### src/rtl/mem_arbiter.sv
// Round-robin arbiter giving icache (rq0) / dcache (rq1) bursts on one memory read port.
// Grant and mem_rdreq pulse one cycle after the request edge; beats go combinationally to the owner; no backpressure to memory.
module mem_arbiter #(
    parameter int BURSTLEN = 32,
    parameter int TIMEOUT  = 1024
) (
    input  logic        clk,
    input  logic        reset,
    input  logic [31:0] rq0_rdaddr,
    input  logic        rq0_rdreq,
    output logic        rq0_grant,
    output logic [31:0] rq0_dataout,
    output logic        rq0_datavalid,
    output logic        rq0_error,
    input  logic [31:0] rq1_rdaddr,
    input  logic        rq1_rdreq,
    output logic        rq1_grant,
    output logic [31:0] rq1_dataout,
    output logic        rq1_datavalid,
    output logic        rq1_error,
    output logic [31:0] mem_rdaddr,
    output logic        mem_rdreq,
    output logic [15:0] mem_burstlen,
    input  logic [31:0] mem_dataout,
    input  logic        mem_datavalid
);
    localparam logic [15:0] BEATS_LAST = 16'(BURSTLEN - 1);
    localparam logic [15:0] IDLE_LAST  = 16'(TIMEOUT - 1);
    localparam bit          TIMEOUT_EN = (TIMEOUT != 0);

    typedef enum logic {
        IDLE  = 1'b0,
        BURST = 1'b1
    } state_t;

    state_t      state;
    state_t      state_nxt;
    logic        owner;
    logic        last_win;
    logic        win;
    logic        any_req;
    logic        start;
    logic        beat_done;
    logic        timed_out;
    logic [15:0] beat_cnt;
    logic [15:0] idle_cnt;

    // last_win resets to rq1 so the first tie after reset goes to rq0
    always_comb begin
        any_req   = rq0_rdreq | rq1_rdreq;
        win       = (rq0_rdreq && rq1_rdreq) ? ~last_win : rq1_rdreq;
        start     = (state == IDLE) && any_req;
        beat_done = mem_datavalid && (beat_cnt == BEATS_LAST);
        timed_out = TIMEOUT_EN && !mem_datavalid && (idle_cnt == IDLE_LAST);
    end

    always_ff @(posedge clk or posedge reset) begin
        if (reset) begin
            state <= IDLE;
        end else begin
            state <= state_nxt;
        end
    end

    always_comb begin
        state_nxt = state;
        case (state)
            IDLE:    if (any_req) state_nxt = BURST;
            BURST:   if (beat_done || timed_out) state_nxt = IDLE;
            default: state_nxt = IDLE;
        endcase
    end

    always_ff @(posedge clk or posedge reset) begin
        if (reset) begin
            beat_cnt   <= '0;
            idle_cnt   <= '0;
            owner      <= 1'b0;
            last_win   <= 1'b1;
            mem_rdaddr <= '0;
            mem_rdreq  <= 1'b0;
            rq0_grant  <= 1'b0;
            rq1_grant  <= 1'b0;
            rq0_error  <= 1'b0;
            rq1_error  <= 1'b0;
        end else begin
            mem_rdreq <= start;
            rq0_grant <= start && !win;
            rq1_grant <= start && win;
            rq0_error <= (state == BURST) && timed_out && !owner;
            rq1_error <= (state == BURST) && timed_out && owner;
            if (start) begin
                mem_rdaddr <= win ? rq1_rdaddr : rq0_rdaddr;
                owner      <= win;
                last_win   <= win;
            end
            // Counters live only while a burst continues; any exit clears them
            if ((state == BURST) && (state_nxt == BURST)) begin
                beat_cnt <= beat_cnt + {15'd0, mem_datavalid};
                idle_cnt <= mem_datavalid ? 16'd0 : idle_cnt + 16'd1;
            end else begin
                beat_cnt <= '0;
                idle_cnt <= '0;
            end
        end
    end

    always_comb begin
        rq0_dataout   = mem_dataout;
        rq1_dataout   = mem_dataout;
        rq0_datavalid = mem_datavalid && (state == BURST) && !owner;
        rq1_datavalid = mem_datavalid && (state == BURST) && owner;
        mem_burstlen  = 16'(BURSTLEN);
    end

endmodule

### config.mk
export PLATFORM = sky130hd
export DESIGN_NAME = mem_arbiter
export DESIGN_NICKNAME = d
export VERILOG_FILES = /design/src/rtl/mem_arbiter.sv
export SDC_FILE = /design/constraint.sdc
export NUM_CORES = 1
export LEC_CHECK = 0
export BUFFER_PORTS_ARGS = -buffer_cell sky130_fd_sc_hd__clkbuf_2
export CORE_MARGIN = 3
export CORE_UTILIZATION = 35
export CTS_CLUSTER_DIAMETER = 150
export DETAILED_ROUTE_END_ITERATION = 7
export MAX_ROUTING_LAYER = met4
export PLACE_DENSITY_LB_ADDON = 0.05
export SETUP_SLACK_MARGIN = 0.1
export SKIP_CTS_REPAIR_TIMING = 1
export SYNTH_ARGS = -nofsm -noshare
export SYNTH_HDL_FRONTEND = slang
export SYNTH_SLANG_ARGS = --single-unit
### constraint.sdc
create_clock -name clk -period 3.25 [get_ports clk]
set_input_delay 0.65 -clock clk [delete_from_list [all_inputs] [get_ports clk]]
set_output_delay 0.65 -clock clk [all_outputs]
set_load 0.005 [all_outputs]
## Word level (Yosys, flattened, before mapping)

Cells that the tools add are included.

| word-level totals | value |
|---|---|
| register bits | 72 |
| bits of input ports | 101 |
| output and inout port bits | 119 |
| logic and storage cells | 43 |

| cells by class | value |
|---|---|
| $add $sub $neg | 2 |
| eq/ne operators | 2 |
| mux-type cells | 8 |
| bitwise logic cells | 3 |
| reductions and logical operators | 17 |

Operators with widths:

| operator | number |
|---|---|
| 16-bit two-way mux | 3 |
| 32-bit two-way mux | 1 |
| 16-bit by 1-bit adder with 16-bit output | 1 |
| 16-bit by 1-bit adder with 16-bit output (second input constant) | 1 |
| 16-bit by 10-bit equality test with 1-bit output (second input constant) | 1 |
| 16-bit by 5-bit equality test with 1-bit output (second input constant) | 1 |
| 1-bit logical AND | 13 |
| 1-bit zero test | 3 |
| 1-bit two-way mux | 3 |
| 1-bit NOT | 2 |
| 1-bit one-hot mux with 2 select lines | 1 |
| 1-bit logical OR | 1 |
| 1-bit OR | 1 |

## Depth between registers and ports, before layout

Gate-level depths: netlist of run 1.

| depth | value |
|---|---|
| word-level depth | 7 |
| mapped depth | 8 |
| mapped depth without buffers | 6 |

## Worst setup path after synthesis of run 1

OpenSTA, ideal clock, no wires.

| timing | value |
|---|---|
| path type | input -> output |
| from | in mem_datavalid |
| to | out rq0_datavalid |
| arrival | 1246 ps |
| required time | 2600 ps |
| path slack | 1354 ps |
| cell stages on the path | 4 |
| cell sequence | buf_2 -> clkbuf_1 -> nand2_1 -> nor2_1 |

| between the ends | value |
|---|---|
| cells in the longest elaborated chain, start to end | 2 |

Ends and longest elaborated chain:

| item | line | text |
|---|---|---|
| start, declared | 25 | `input logic mem_datavalid` |
| 1-bit logical AND (2 in a row) | 111 | `rq0_datavalid = mem_datavalid && (state == BURST) && !owner;` |
| end, declared | 13 | `output logic rq0_datavalid,` |

No other way between the ends.

## Final worst setup path of run 1

Ends and elaborated chain as after synthesis.

==> flow_metrics.env, run 1 <==
export IMPL_finalSetupViolCount=0
export IMPL_status="finished, violations left"
export IMPL_power_total_mw=2.55
export IMPL_slew_violations=0
export IMPL_rows=37
export IMPL_grt_pass1_vias=2531
export IMPL_power_frac_seq_pct=46.7
export IMPL_diodes=0
export IMPL_yosysSeqAreaShare_pct=47.8
export IMPL_grt_overflow_total=0
export IMPL_synthArstFlopShare_pct=100
export IMPL_die_h_um=110
export IMPL_pin_count=220
export IMPL_synthTopCellsByCount="buf_4, dfrtp_1, inv_1"
export IMPL_synthTopCellsByArea="dfrtp_1, buf_4, a222oi_1, inv_1, xor2_1"
export IMPL_synth_most_common_cell="buf_4"
export IMPL_fin_cells=554
export IMPL_core_sq_mm=0.0104
export IMPL_maxCapViolCount=0
export IMPL_p_sw_share_pct=26.9
export IMPL_synth_area_sq_mm=0.00377
export IMPL_fin_crit_ns=1.96
export IMPL_drtAntennaViolNets=0
export IMPL_drc=3
export IMPL_worstPathCellList="clkbuf_2, nand2_1, nor2_1, clkbuf_2"
export IMPL_regToRegStartpoint="idle_cnt[0]$_DFF_PP0_"
export IMPL_io_buffers=107
export IMPL_drive_gt1_share_pct=33.0
export IMPL_drt_initial_drc_count=192
export IMPL_fmax_mhz=510
export IMPL_fillers=1092
export IMPL_rr_endpoint="beat_cnt[9]$_DFF_PP0_"
export IMPL_min_period_over_period_pct=60.3
export IMPL_clock_skew_ns=0.0124
export IMPL_cp_num_buf_inv=2
export IMPL_endpoint_kind="output pin"
export IMPL_area_growth_pct=10.2
export IMPL_h_tree_depth=3
export IMPL_power_density_mw_per_mm2=615
export IMPL_required_ns=2.60
export IMPL_switchingPower_uw=688
export IMPL_antenna_found_initial=0
export IMPL_yosysTopAreaCell="dfrtp_1"
export IMPL_tns_ns=0
export IMPL_dp_hpwl_um=5520
export IMPL_dpl_cell_area_sq_mm=0.00390
export IMPL_p_int_mw=1.87
export IMPL_violations="DRC"
export IMPL_cp_slowest_stage_delay_ns=0.32
export IMPL_drtPass1Iterations=8
export IMPL_vias=2579
export IMPL_preCtsSetupSlack_ns=0.930
export IMPL_critPathTopFamily="buffers and inverters"
export IMPL_netlist_area_leader_share_pct=47.1
export IMPL_crit_type="primary input to output pin"
export IMPL_holdWs_ns=0.363
export IMPL_synth_edf_count=0
export IMPL_final_hold_violation_count=0
export IMPL_worst_path_max_delay_cell="clkbuf_2"
export IMPL_synth_seq_cells=72
export IMPL_crit_path_frequent_cell="clkbuf_2"
export IMPL_peakVddDrop_uv=226
export IMPL_syn_inst=371
export IMPL_startpoint_type="primary input"
export IMPL_leakage_nw=2.25
export IMPL_vias_per_cell=4.66
export IMPL_gp_congestion=0.725
export IMPL_clkPwrFrac_pct=34.7
export IMPL_grt_usage_pct=14.1
export IMPL_worst_slew_pin_transition_ns=1.03
export IMPL_ys_flop_type="dfrtp_1"
export IMPL_fin_ws_ns=1.29
export IMPL_ys_warnings_count=0
export IMPL_die_x_um=110
export IMPL_cts_sinks=72
export IMPL_routed_wirelength_um=7810
export IMPL_utilization_pct=39.9
export IMPL_start_util_pct=36.2
export IMPL_avgSynthCellArea_sq_um=10.2
export IMPL_cts_tree="yes"
export IMPL_cp_arrival_ns=1.31
export IMPL_wl_per_cell_um=14.1
export IMPL_cts_made_buffers=9
export IMPL_relSlewSlack_pct=31.2
export IMPL_share_comb_of_total_power_pct=18.7
export IMPL_root_buffer="clkbuf_8"
export IMPL_r2r_slack_ns=1.31
export IMPL_yosysUniqueCellTypes=33
export IMPL_rr_worst_depth=6
export IMPL_worstSkewPairLatency_ns=0.34
export IMPL_ctsLongestPathBuffers=2
export IMPL_grt_pass1_wl_um=12700
export IMPL_die_area_sq_mm=0.0121
export IMPL_finalInstanceArea_sq_mm=0.00416
export IMPL_grt_setup_unrepaired="false"
export IMPL_grt_max_degree=73
export IMPL_cp_max_fo=18
export IMPL_clk_pin_slew_ns=0.08
export IMPL_hp_class="primary input to asynchronous set/reset pin"
export IMPL_nets=517
export IMPL_place_inst=538
## kinds of logic (layout without fill, tap and decap cells)
kind of cell	count (synthesis)	in the layout	share of synthesized area, %
fa+ha+maj	3	3	0.996
simple gates	94	94	12.6
flops	72	72	47.8
compound gates	38	38	9.82
other cells	2	16	0.199
xor+xnor	28	28	6.51
buf+inv	134	167	22.0
## worst max-delay path by stage
stage	startpoint	end	slack, ns	cells after the start
6_report	mem_datavalid	rq0_datavalid	1.29	4
5_1_grt	idle_cnt[0]$_DFF_PP0_	idle_cnt[4]$_DFF_PP0_	1.12	6
4_1_cts	idle_cnt[0]$_DFF_PP0_	idle_cnt[6]$_DFF_PP0_	1.28	6
3_5_place_dp	mem_datavalid	idle_cnt[6]$_DFF_PP0_	0.93	6
3_3_place_gp	mem_datavalid	beat_cnt[14]$_DFF_PP0_	1.02	6
2_1_floorplan	reset	beat_cnt[0]$_DFF_PP0_	0.78	1
## worst reg2reg max path: cells and delay by family, from the launching register on
kind | cells | cell delay [ns]
flip-flops | 1 | 0.40
AND/OR/NAND/NOR | 5 | 1.16
adder cells (fa/ha/maj) | 1 | 0.24
## layer usage
metal	vias to the layer above	share of wire, %	track usage [%]
met2	112	43	19.7
met1	1206	48	19.3
met5	-	0	-
met3	10	7.7	4.23
li1	1251	-	-
met4	0	1.2	5.08
## power groups by stage
stage          clock network (mW)  registers, mW  logic [mW]
2_1_floorplan                   0           1.19       0.326
3_3_place_gp                    0           1.21       0.483
3_5_place_dp                    0           1.20       0.490
4_1_cts                     0.911           1.19       0.487
5_1_grt                     0.956           1.22       0.548
6_report                    0.885           1.19       0.477
## sequential cells by signal (all words and copies together) (netlist names)
signal	flops
rq1_grant	1
idle_cnt	16
beat_cnt	16
mem_rdreq	1
state	1
owner	1
last_win	1
mem_rdaddr	32
rq0_error	1
rq0_grant	1
rq1_error	1
## layout make-up
type                    instances  area [sq um]  share of cell area (%)
repair buffers                111           578                    13.9
clock inverters                 5           103                    2.47
flip-flops and latches         72          1800                    43.4
multi-input cells             179          1200                    28.9
well taps                     136           170                    4.10
inverters                      40           150                    3.61
clock buffers                  11           151                    3.64
## cell usage in the layout (no fill, tap or decap), types with 2 or more instances in the layout
| cell | n |
|---|---|
| nand2_1 | 15 |
| nor3_1 | 13 |
| buf_4 | 3 |
| a222oi_1 | 32 |
| xnor2_1 | 13 |
| and3_1 | 8 |
| bufinv_16 | 3 |
| ha_1 | 3 |
| nand4_1 | 5 |
| clkbuf_2 | 107 |
| inv_1 | 39 |
| clkbuf_8 | 11 |
| xor2_1 | 15 |
| nand3_1 | 10 |
| a21o_1 | 2 |
| nor4_1 | 3 |
| nor2_1 | 31 |
| conb_1 | 16 |
| dfrtp_1 | 71 |
Note: power is estimated with default switching activity, not from simulation.
==> run 2: changes to the inputs <==
- ABC_AREA: unset -> 1
- clock period: 3.25 -> 1.9 ns (I/O delays scaled with it)
==> flow_metrics.env, run 2 <==
export IMPL_worst_path_stages=3
export IMPL_endpoint="rq0_datavalid"
export IMPL_synth_area_sq_mm=0.00413
export IMPL_regMostFlops="mem_rdaddr"
export IMPL_synthTopCellsByArea="dfrtp_1, buf_4, nand2_1, nor2_1, nand3_1"
export IMPL_final_common_cell="nand2_1"
export IMPL_critPathTopFamily="flip-flops"
export IMPL_netlist_area_leader_share_pct=43.1
export IMPL_grt_pass1_vias=3305
export IMPL_met1_length_um=4280
export IMPL_drtPass1Iterations=4
export IMPL_startpoint_type="flip-flop"
export IMPL_synthTopCellsByCount="nand2_1, buf_4, dfrtp_1, nor2_1, nand3_1"
export IMPL_rows=39
export IMPL_crit_start="state$_DFF_PP0_"
export IMPL_cp_max_fo=5
export IMPL_root_buffer="clkbuf_16"
export IMPL_dpl_cell_area_sq_mm=0.00427
export IMPL_largestRegisters="mem_rdaddr: 32 flops, beat_cnt: 16 flops, idle_cnt: 16 flops"
export IMPL_cts_tree="yes"
export IMPL_drtAntennaViolNets=0
export IMPL_io_buffers=107
export IMPL_die_x_um=115
export IMPL_relSlewSlack_pct=61.1
export IMPL_cp_arrival_ns=1.29
export IMPL_die_h_um=115
export IMPL_grt_overflow_total=0
export IMPL_drt_initial_drc_count=133
export IMPL_nets=666
export IMPL_cts_made_buffers=9
export IMPL_worst_slew_pin_transition_ns=0.581
export IMPL_wl_met3_um=849
export IMPL_clock_skew_ns=0.00807
export IMPL_r2r_slack_ns=0.25
export IMPL_slew_violations=0
export IMPL_cp_num_buf_inv=2
export IMPL_regToRegStartpoint="idle_cnt[0]$_DFF_PP0_"
export IMPL_worstSkewPairLatency_ns=0.34
export IMPL_grt_setup_unrepaired="true"
export IMPL_die_area_sq_mm=0.0131
export IMPL_fmax_mhz=600
export IMPL_start_util_pct=36.0
export IMPL_worst_path_max_delay_cell="dfrtp_2"
export IMPL_crit_type="flip-flop to output pin"
export IMPL_routed_wirelength_um=9500
export IMPL_vias_per_cell=4.48
export IMPL_dr_wl_met2_um=4220
export IMPL_endpoint_kind="output pin"
export IMPL_cts_sinks=72
export IMPL_area_growth_pct=10.8
export IMPL_fillers=1212
export IMPL_gp_congestion=0.830
export IMPL_ys_warnings_count=0
export IMPL_maxCapViolCount=0
export IMPL_worstPathCellList="inv_1, nor3_1, clkbuf_2"
export IMPL_finalInstanceArea_sq_mm=0.00457
export IMPL_synthArstFlopShare_pct=100
export IMPL_ctsLongestPathBuffers=2
export IMPL_core_sq_mm=0.0115
export IMPL_top_layer="met4"
export IMPL_yosysSeqAreaShare_pct=43.7
export IMPL_min_period_over_period_pct=87.7
export IMPL_synth_edf_count=0
export IMPL_diodes=0
export IMPL_synth_most_common_cell="nand2_1"
export IMPL_drive_gt1_share_pct=25.2
export IMPL_clk_pin_slew_ns=0.06
export IMPL_final_hold_violation_count=0
export IMPL_grt_pass1_wl_um=16100
export IMPL_peakVddDrop_uv=510
export IMPL_antenna_found_initial=0
export IMPL_status="completed"
export IMPL_synth_seq_cells=72
export IMPL_hp_class="primary input to asynchronous set/reset pin"
export IMPL_leakage_nw=2.30
export IMPL_drc=0
export IMPL_power_density_mw_per_mm2=1000
export IMPL_vias=3180
export IMPL_finalSetupViolCount=0
export IMPL_fin_crit_ns=1.67
export IMPL_yosysTopAreaCell="dfrtp_1"
export IMPL_rr_endpoint="idle_cnt[15]$_DFF_PP0_"
export IMPL_dp_hpwl_um=6840
export IMPL_tns_ns=0
export IMPL_wl_per_cell_um=13.4
export IMPL_cp_slowest_stage_delay_ns=0.45
export IMPL_grt_max_degree=73
export IMPL_ys_flop_type="dfrtp_1"
export IMPL_required_ns=1.52
export IMPL_most_common_layout_cells="nand2_1, clkbuf_2, nor2_1"
export IMPL_rr_worst_depth=6
export IMPL_syn_inst=517
export IMPL_pin_count=220
export IMPL_largest_reg_flops=32
export IMPL_yosysUniqueCellTypes=27
export IMPL_grt_usage_pct=16.1
export IMPL_h_tree_depth=3
export IMPL_avgSynthCellArea_sq_um=7.98
[run 2: kinds of logic after synthesis]
group                      Yosys count  share of synthesized area (%)
buffers and inverters              119                           19.0
DFF                                 72                           43.7
adders and majority gates            3                          0.910
xor gates and xnor gates            21                           4.46
and+or+nand+nor                    296                           31.0
other                                2                          0.182
AOI/OAI and AO/OA                    4                          0.758
[run 2: through the flow]
stage	worst slack (ns)	hold slack, ns	std cells	power [mW]	utilization [%]
2_1_floorplan	0.483	0.425	531	2.61	-
3_3_place_gp	0.257	0.461	694	2.94	37.3
3_5_place_dp	0.233	0.460	694	2.93	37.3
4_1_cts	0.0905	0.152	710	4.68	39.8
5_1_grt	0.0601	0.181	710	4.91	39.9
6_report	0.235	0.130	710	4.58	39.9
[run 2: per-layer routing]
layer  GRT usage [%]  up-vias
met5               -        -
met4            6.73        0
met3            5.92       16
met2            24.3      143
met1            19.6     1424
li1                -     1597
[run 2: worst min-delay path by stage]
| stage | from | to | slack (ns) |
|---|---|---|---|
| finish | reset | mem_rdaddr[24]$_DFFE_PP0P_ | 0.13 |
| global placement | last_win$_DFFE_PP1P_ | last_win$_DFFE_PP1P_ | 0.46 |
| detailed placement | last_win$_DFFE_PP1P_ | last_win$_DFFE_PP1P_ | 0.46 |
| global route | reset | idle_cnt[5]$_DFF_PP0_ | 0.18 |
| CTS | reset | idle_cnt[5]$_DFF_PP0_ | 0.15 |
| floorplan | owner$_DFFE_PP0P_ | rq0_error$_DFF_PP0_ | 0.42 |
[run 2: worst min-delay path: cells and delay by family]
kind                   cells  cell delay [ns]
buffers and inverters      3             0.50
[run 2: report_power, final]
| group | internal (mW) | switching (mW) | total [mW] |
|---|---|---|---|
| sequential | 1.83 | 0.204 | 2.03 |
| clock | 1.02 | 0.680 | 1.70 |
| combinational | 0.415 | 0.441 | 0.856 |
| total | 3.26 | 1.33 | 4.58 |
[run 2: cell type report]
| cell class | count | area (sq um) | share of cell area (%) |
|---|---|---|---|
| clock buffers | 9 | 225 | 4.93 |
| clock inverters | 7 | 72.6 | 1.59 |
| inverters | 28 | 109 | 2.38 |
| multi-input cells | 340 | 1590 | 34.8 |
| flip-flops and latches | 72 | 1800 | 39.5 |
| well taps | 143 | 179 | 3.91 |
| repair buffers | 111 | 591 | 12.9 |
==> run 3: changes to the inputs <==
- ABC_AREA: 1 -> unset
==> flow_metrics.env, run 3 (synthesis gave the netlist of run 1 again) <==
export IMPL_switchingPower_mw=1.18
export IMPL_grt_setup_unrepaired="false"
export IMPL_largestRegisters="mem_rdaddr: 32 flops, beat_cnt: 16 flops, idle_cnt: 16 flops"
export IMPL_grt_pass1_wl_um=13200
export IMPL_endpoint="idle_cnt[3]$_DFF_PP0_"
export IMPL_leakage_nw=2.31
export IMPL_cp_num_buf_inv=1
export IMPL_fin_crit_ns=1.71
export IMPL_power_total_mw=4.23
export IMPL_peakVddDrop_uv=354
export IMPL_fmax_mhz=584
export IMPL_cts_tree="yes"
export IMPL_critPathTopFamily="simple AND/OR/NAND/NOR gates"
export IMPL_rr_endpoint="idle_cnt[3]$_DFF_PP0_"
export IMPL_cp_arrival_ns=1.96
export IMPL_fin_cells=563
export IMPL_share_comb_of_total_power_pct=20.2
export IMPL_clock_skew_ns=0.0108
export IMPL_startpoint_type="flip-flop"
export IMPL_hp_class="primary input to asynchronous set/reset pin"
export IMPL_rr_worst_depth=7
export IMPL_dp_hpwl_um=5750
export IMPL_worstPathCellList="ha_2, nand4_2, nor3_2, and3_2, or2_4, buf_12, nor3_1"
export IMPL_crit_type="flip-flop to flip-flop"
export IMPL_ctsLongestPathBuffers=2
export IMPL_required_ns=2.15
export IMPL_min_period_over_period_pct=90.1
export IMPL_final_hold_violation_count=0
export IMPL_rows=37
export IMPL_grt_usage_pct=14.5
export IMPL_drt_initial_drc_count=130
export IMPL_crit_start="idle_cnt[1]$_DFF_PP0_"
export IMPL_wl_per_cell_um=14.1
export IMPL_p_int_mw=3.05
export IMPL_place_inst=545
export IMPL_pin_count=220
export IMPL_clk_pin_slew_ns=0.08
export IMPL_most_common_layout_cells="clkbuf_2, dfrtp_1, inv_1"
export IMPL_diodes=0
export IMPL_endpoint_kind="flip-flop"
export IMPL_die_h_um=110
export IMPL_worst_path_stages=7
export IMPL_largest_reg_flops=32
export IMPL_io_buffers=107
export IMPL_power_density_mw_per_mm2=981
export IMPL_power_frac_seq_pct=48.1
export IMPL_p_sw_share_pct=27.8
export IMPL_cp_slowest_stage_delay_ns=0.41
export IMPL_grt_max_degree=31
export IMPL_regToRegStartpoint="idle_cnt[1]$_DFF_PP0_"
export IMPL_vias_per_cell=4.61
export IMPL_grt_pass1_vias=2636
export IMPL_routed_wirelength_um=7950
export IMPL_worst_slew_pin_transition_ns=0.546
export IMPL_maxCapViolCount=0
export IMPL_worstSkewPairLatency_ns=0.34
export IMPL_die_area_sq_mm=0.0121
export IMPL_worst_path_max_delay_cell="dfrtp_1"
export IMPL_finalInstanceArea_sq_mm=0.00431
export IMPL_nets=526
export IMPL_cts_sinks=72
export IMPL_drtPass1Iterations=6
export IMPL_slew_violations=0
export IMPL_gp_congestion=0.773
export IMPL_core_sq_mm=0.0104
export IMPL_final_common_cell="clkbuf_2"
export IMPL_relSlewSlack_pct=63.5
export IMPL_drive_gt1_share_pct=36.1
export IMPL_utilization_pct=41.4
export IMPL_dpl_cell_area_sq_mm=0.00403
export IMPL_clkPwrFrac_pct=31.7
export IMPL_area_growth_pct=14.3
export IMPL_h_tree_depth=3
export IMPL_regMostFlops="mem_rdaddr"
export IMPL_drtAntennaViolNets=0
export IMPL_root_buffer="clkbuf_8"
export IMPL_drc=0
export IMPL_die_x_um=110
export IMPL_antenna_found_initial=0
export IMPL_status="completed"
export IMPL_vias=2594
export IMPL_start_util_pct=36.2
export IMPL_finalSetupViolCount=0
export IMPL_r2r_slack_ns=0.19
export IMPL_cts_made_buffers=9
export IMPL_cp_max_fo=14
export IMPL_grt_overflow_total=0
export IMPL_tns_ns=0
[run 3: metrics by stage]
step	hold slack, ns	setup WS [ns]
final	0.0784	0.189
after global placement	0.463	0.200
after detailed placement	0.462	0.160
after floorplan	0.450	0.241
after CTS	0.0879	0.138
after global routing	0.0966	0.106
[run 3: power groups by stage]
| stage | Clock (mW) | Sequential [mW] | Combinational, mW |
|---|---|---|---|
| final | 1.34 | 2.04 | 0.854 |
| after global routing | 1.48 | 2.07 | 0.979 |
| after CTS | 1.39 | 2.03 | 0.857 |
| after detailed placement | 0 | 2.05 | 0.864 |
| after global placement | 0 | 2.07 | 0.856 |
| after floorplan | 0 | 2.03 | 0.557 |
[run 3: worst min-delay path by stage]
stage / slack (ns) / endpoint
CTS: 0.09 / beat_cnt[13]$_DFF_PP0_
global placement: 0.46 / owner$_DFFE_PP0P_
detailed placement: 0.46 / mem_rdaddr[6]$_DFFE_PP0P_
finish: 0.08 / beat_cnt[13]$_DFF_PP0_
global route: 0.1 / mem_rdaddr[4]$_DFFE_PP0P_
floorplan: 0.45 / rq0_error$_DFF_PP0_
[run 3: final cells by class]
class	count	area, sq um
Multi-Input combinational cell	179	1230
Clock inverter	6	82.6
Inverter	40	154
Sequential cell	72	1800
Clock buffer	10	138
Tap cell	136	170
Timing Repair Buffer	120	733
Fill cell	1050	6110
[run 3: metal layers]
metal	track usage (%)	routed length, um	vias to the layer above
met4	5.70	92	0
met5	-	0	-
li1	-	-	1267
met2	20.2	3520	118
met3	3.41	657	10
met1	20.3	3680	1199
[run 3: worst register-to-register path, stage by stage, from the launching register on]
cell and delay, ns:
dfrtp_1 0.41, ha_2 0.20, nand4_2 0.12, nor3_2 0.06, and3_2 0.20, or2_4 0.30
buf_12 0.16, nor3_1 0.17
